`src/rtl/wb_stage.sv`:
```
// ---------------------------------------------------------------------------
// wb_stage -- pipeline write-back stage
//
// Holds the MEM/WB pipeline register, chooses memory data or ALU data as the
// write-back value, and commits that value to a small register file. Decode
// reads the file through two combinational ports that bypass the pending
// write. Execute gets a forwarding tap. A free-running counter records the
// number of retired instructions.
//
// Ports
//   clock, reset         rising-edge clock, synchronous active-high reset
//   in_valid, stall      MEM holds an instruction / MEM is not advancing
//   Wr_MEM, Rm_MEM       instruction writes a register / loads from memory
//   rdmem                destination register index
//   acOutWb, data_out    ALU result and memory read data
//   ra_addr, rb_addr     decode read indices
//   ra_data, rb_data     bypassed read data
//   fwd_valid/rd/value   write pending in WB (index/value are zero when idle)
//   retired              retired-instruction count, wraps on overflow
// ---------------------------------------------------------------------------
module wb_stage #(
  parameter int DATA_W = 8,
  parameter int RD_W   = 2,
  parameter int CNT_W  = 16
) (
  input  logic              clock,
  input  logic              reset,
  input  logic              in_valid,
  input  logic              stall,
  input  logic              Wr_MEM,
  input  logic              Rm_MEM,
  input  logic [RD_W-1:0]   rdmem,
  input  logic [DATA_W-1:0] acOutWb,
  input  logic [DATA_W-1:0] data_out,
  input  logic [RD_W-1:0]   ra_addr,
  input  logic [RD_W-1:0]   rb_addr,
  output logic [DATA_W-1:0] ra_data,
  output logic [DATA_W-1:0] rb_data,
  output logic              fwd_valid,
  output logic [RD_W-1:0]   fwd_rd,
  output logic [DATA_W-1:0] fwd_value,
  output logic [CNT_W-1:0]  retired
);

  localparam int NREGS = 1 << RD_W;

  logic              wb_valid_q, wb_valid_d;
  logic              wb_wr_q,    wb_wr_d;
  logic [RD_W-1:0]   wb_rd_q,    wb_rd_d;
  logic [DATA_W-1:0] wb_value_q, wb_value_d;
  logic [CNT_W-1:0]  retired_q,  retired_d;
  logic [DATA_W-1:0] regs_q [NREGS];
  logic [DATA_W-1:0] regs_d [NREGS];
  logic              wb_write;

  assign wb_write = wb_valid_q & wb_wr_q;

  // Next-state: MEM/WB capture, register-file commit, retire count
  always_comb begin
    // A stalled MEM stage or an empty slot both become a bubble in WB.
    wb_valid_d = in_valid & ~stall;
    wb_wr_d    = Wr_MEM;
    wb_rd_d    = rdmem;
    wb_value_d = Rm_MEM ? data_out : acOutWb;

    for (int i = 0; i < NREGS; i++) begin
      regs_d[i] = regs_q[i];
    end
    if (wb_write) begin
      regs_d[wb_rd_q] = wb_value_q;
    end

    retired_d = retired_q;
    if (wb_valid_q) begin
      retired_d = retired_q + CNT_W'(1);
    end
  end

  // MEM/WB boundary; reset also discards any write still sitting in WB
  always_ff @(posedge clock) begin
    if (reset) begin
      wb_valid_q <= 1'b0;
      wb_wr_q    <= 1'b0;
      wb_rd_q    <= '0;
      wb_value_q <= '0;
      retired_q  <= '0;
      for (int i = 0; i < NREGS; i++) begin
        regs_q[i] <= '0;
      end
    end else begin
      wb_valid_q <= wb_valid_d;
      wb_wr_q    <= wb_wr_d;
      wb_rd_q    <= wb_rd_d;
      wb_value_q <= wb_value_d;
      retired_q  <= retired_d;
      for (int i = 0; i < NREGS; i++) begin
        regs_q[i] <= regs_d[i];
      end
    end
  end

  // Read ports: the pending write in WB is younger than the array contents,
  // so it wins whenever the index matches.
  always_comb begin
    ra_data = regs_q[ra_addr];
    rb_data = regs_q[rb_addr];
    if (wb_write && (ra_addr == wb_rd_q)) begin
      ra_data = wb_value_q;
    end
    if (wb_write && (rb_addr == wb_rd_q)) begin
      rb_data = wb_value_q;
    end
  end

  assign fwd_valid = wb_write;
  assign fwd_rd    = wb_write ? wb_rd_q    : '0;
  assign fwd_value = wb_write ? wb_value_q : '0;
  assign retired   = retired_q;

endmodule

```
`config.mk`:
```
export PLATFORM = sky130hd
export DESIGN_NAME = wb_stage
export DESIGN_NICKNAME = d
export VERILOG_FILES = /design/src/rtl/wb_stage.sv
export SDC_FILE = /design/constraint.sdc
export NUM_CORES = 1
export LEC_CHECK = 0
export CAP_MARGIN = 10
export CORE_UTILIZATION = 53
export DETAILED_ROUTE_END_ITERATION = 16
export PLACE_DENSITY_LB_ADDON = 0.25
export SLEW_MARGIN = 10
export SYNTH_ARGS = -nofsm -noshare
export SYNTH_HDL_FRONTEND = slang
export SYNTH_SLANG_ARGS = --single-unit
```
`constraint.sdc`:
```
create_clock -name clock -period 3.3 [get_ports clock]
set_input_delay 0.825 -clock clock [delete_from_list [all_inputs] [get_ports clock]]
set_output_delay 0.825 -clock clock [all_outputs]
set_load 0.05 [all_outputs]
```
==> run_results.csv <==
group,metric,value,unit
floorplan,die_area,5920,um^2
sta,slew_headroom,33.9,%
finish,layout-drive-gt1-share,22.1,%
logic_synthesis,syn-num-nets,350,
drt,ant_nets,0,
floorplan,core,5270,um^2
cts,cts_setup_buffers,0,
power,peakVddDrop,0.000405,V
sta,fin_crit,3170,ps
floorplan,rows,26,
global_routing,grt_pass1_vias,2577,
floorplan,die_height,76.9,um
setup_path,crit_start,"rb_addr[0]",
finish,n_fill_cell,367,
logic_synthesis,yosysWarnings,0,
sta,final.period_utilization,95.9,%
logic_synthesis,avgSynthCellArea,9.27,um^2
cts,cts_hold_buffers,0,
finish,nNetsFinal,423,
finish,instances_no_fill,469,
finish,fin_util,76.6,%
floorplan,num_io_pins,71,
drt,routed_wl,7760,um
cts,cts_buffers,9,
place,place_congestion,0.932,
global_routing,grt_max_degree,34,
cts,cts_num_sinks,60,
global_routing,gr-usage-all-layers,28.1,%
power,powerDensity,400,nW/um^2
floorplan,start_util,56.5,%
setup_path,rr_worst_depth,4,
cts,cts_tree,"done",
logic_synthesis,synth_cell_types,33,
drt,drtPass1Iterations,4,
sta,finalHoldViolCount,0,
setup_path,end_kind,"primary output",
setup_path,ff2ff_setup_slack,1370,ps
flow_run,drv_cap,0,
sta,worst_slew_pin_slew,984,ps
power,p_leak,0.00158,uW
drt,drt_iter0_markers,189,
setup_path,crit_fanout,4,
sta,fmax,316,MHz
drt,wl_per_cell,16.5,um
global_routing,overflow,0,
run_status,status,"finished clean",
setup_path,crit_end,"rb_data[0]",
logic_synthesis,synth_seq_cells,60,
global_routing,grt_pass1_wl,12700,um
sta,finClkSkew,4.78,ps
finish,antenna_cells,0,
sta,setup_violations,0,
power,total_power,1610,uW
sta,slew_viol_final,0,
global_routing,antenna_found_initial,0,
setup_path,cp.required,2470,ps
setup_path,r2r_start,"wb_wr_q$_SDFF_PP0_",
setup_path,critical_path_class,"primary input to primary output",
cts,clkSlewWorstSetupHoldPaths,60,ps
sta,rsz0062_at_grt,"no",
drt,drc,0,
cts,ctsRootBufferMaster,"clkbuf_8",
setup_path,reg2reg_to,"regs_q[1][2]$_SDFFE_PP0P_",
cts,cts_buffer_depth,2,
finish,syn_to_final_growth,35.7,%
cts,worstSkewPairLatency,330,ps
logic_synthesis,synth_area,2980,um^2
setup_path,start_kind,"primary input",
logic_synthesis,yosysSeqAreaShare,40.4,%
drt,detail_route.vias_per_cell,5.65,
floorplan,die_x,76.9,um
setup_path,cp_data_arrival_time,2340,ps
drt,via_count,2651,
cts,htree_num_levels,3,
place,dp_hpwl,5230,um
worst_hold_path,holdCritPathClass,"flop to flop",
place,dp.cells,452,
place,portBuffers,70,
logic_synthesis,synthCells,321,
## repair_timing
action / CTS / global route
setup endpoints to repair: 16 / 16
resized for setup: 14 / 3
gates cloned: 1 / 0
pin swaps: 2 / 1
## cell type report
cell class	instances	area [um^2]	share of cell area, %
clock buffer	12	145	3.59
tap	70	87.6	2.17
clock inverter	4	72.6	1.80
sequential	60	1200	29.7
multi-input combinational	237	1680	41.6
timing repair buffer	84	846	20.9
inverter	2	7.51	0.186
## synth_stat cells
| library cell | number | area (um^2) |
|---|---|---|
| nand4_2 | 2 | 25.0 |
| xor2_1 | 10 | 87.6 |
| xnor2_1 | 4 | 35.0 |
| nor3_4 | 2 | 32.5 |
| a21oi_1 | 34 | 170 |
| mux2_2 | 19 | 214 |
| or3_1 | 2 | 12.5 |
| mux4_2 | 16 | 360 |
| buf_4 | 2 | 15.0 |
| clkbuf_1 | 14 | 52.6 |
| mux2i_1 | 9 | 90.1 |
| inv_1 | 2 | 7.51 |
| nor4_1 | 1 | 6.26 |
| nand2_1 | 70 | 263 |
| buf_1 | 1 | 3.75 |
| and4_1 | 2 | 17.5 |
| or4_4 | 1 | 11.3 |
| o21ai_0 | 1 | 5.00 |
| and2_1 | 1 | 6.26 |
| nand2b_1 | 3 | 18.8 |
| and3_1 | 11 | 68.8 |
| a31o_2 | 1 | 8.76 |
| nor3b_1 | 1 | 7.51 |
| nand3_1 | 5 | 25.0 |
| nor3_1 | 4 | 20.0 |
| nand4_1 | 4 | 25.0 |
| clkbuf_2 | 2 | 10.0 |
| dfxtp_1 | 60 | 1200 |
| nor2b_1 | 9 | 56.3 |
| buf_2 | 3 | 15.0 |
| nand2_2 | 1 | 6.26 |
| nor2_1 | 23 | 86.3 |
| ha_1 | 1 | 12.5 |
## cell families after synthesis
logic type / count (synthesis) / synth area share [%]
xor+xnor: 14 / 4.12
flops: 60 / 40.4
fa+ha+maj: 1 / 0.420
mux: 44 / 22.3
buf+inv: 24 / 3.49
compound gates: 36 / 6.18
simple gates: 142 / 23.1
## metrics by stage
stage | setup slack [ps] | setup TNS, ps | area [um^2] | hold WS [ps]
4_1_cts | 21.0 | 0 | 4030 | 467
6_report | 134 | 0 | 4040 | 467
5_1_grt | 82.4 | 0 | 4040 | 492
3_5_place_dp | -55.8 | -552 | 3730 | 458
2_1_floorplan | 440 | 0 | 2980 | 443
3_3_place_gp | -53.5 | -351 | 3730 | 452
## worst min-delay path by stage
stage                                    from                         to  slack (ps)  cells past startpoint
floorplan           regs_q[2][0]$_SDFFE_PP0P_  regs_q[2][0]$_SDFFE_PP0P_         440                      2
CTS                 regs_q[3][0]$_SDFFE_PP0P_  regs_q[3][0]$_SDFFE_PP0P_         470                      2
detailed placement  regs_q[2][3]$_SDFFE_PP0P_  regs_q[2][3]$_SDFFE_PP0P_         460                      2
finish              regs_q[3][0]$_SDFFE_PP0P_  regs_q[3][0]$_SDFFE_PP0P_         470                      2
global placement    regs_q[0][2]$_SDFFE_PP0P_  regs_q[0][2]$_SDFFE_PP0P_         450                      2
global route        regs_q[2][2]$_SDFFE_PP0P_  regs_q[2][2]$_SDFFE_PP0P_         490                      2
## where the power goes
group          total (uW)  internal [uW]  switching (uW)
clock                 732            445             287
sequential            757            735            22.1
combinational         125           66.3            58.7
total                1610           1250             367
## layer usage
| layer | GRT usage (%) | vias to the layer above | routed length, um |
|---|---|---|---|
| met5 | 0 | - | 0 |
| met4 | 11.2 | 0 | 108 |
| met3 | 5.83 | 8 | 562 |
| met2 | 46.0 | 114 | 3830 |
| met1 | 36.1 | 1278 | 3260 |
| li1 | - | 1251 | - |
## flip-flops by register name (all words and copies together), names as in the netlist
register    cells
regs_q         32
wb_valid_q      1
wb_wr_q         1
wb_rd_q         2
retired        16
wb_value_q      8
## placed cells by master (no fill, tap or decap), types with 2 or more instances in the layout
cell / netlist / layout
nand2_1: 70 / 70
dfxtp_1: 60 / 60
clkdlybuf4s50_1: 0 / 49
a21oi_1: 34 / 34
nor2_1: 23 / 23
mux2_2: 19 / 19
mux4_2: 16 / 16
buf_4: 2 / 16
buf_6: 0 / 12
and3_1: 11 / 11
clkbuf_8: 0 / 10
xor2_1: 10 / 9
mux2i_1: 9 / 9
nor2b_1: 9 / 9
nand3_1: 5 / 5
nor3_1: 4 / 4
xnor2_1: 4 / 4
nand4_1: 4 / 4
nand2b_1: 3 / 3
inv_1: 2 / 2
nor3_4: 2 / 2
or3_1: 2 / 2
and4_1: 2 / 2
nand4_2: 2 / 2
clkbuf_1: 14 / 2
bufinv_16: 0 / 2
dlygate4sd2_1: 0 / 2
dlymetal6s2s_1: 0 / 2
## critical path, cell delays in order
cell,delay [ps]
dlygate4sd2_1,280
bufbuf_16,290
mux4_2,480
mux2_2,280
buf_4,190
(Power assumes the default switching activity.)
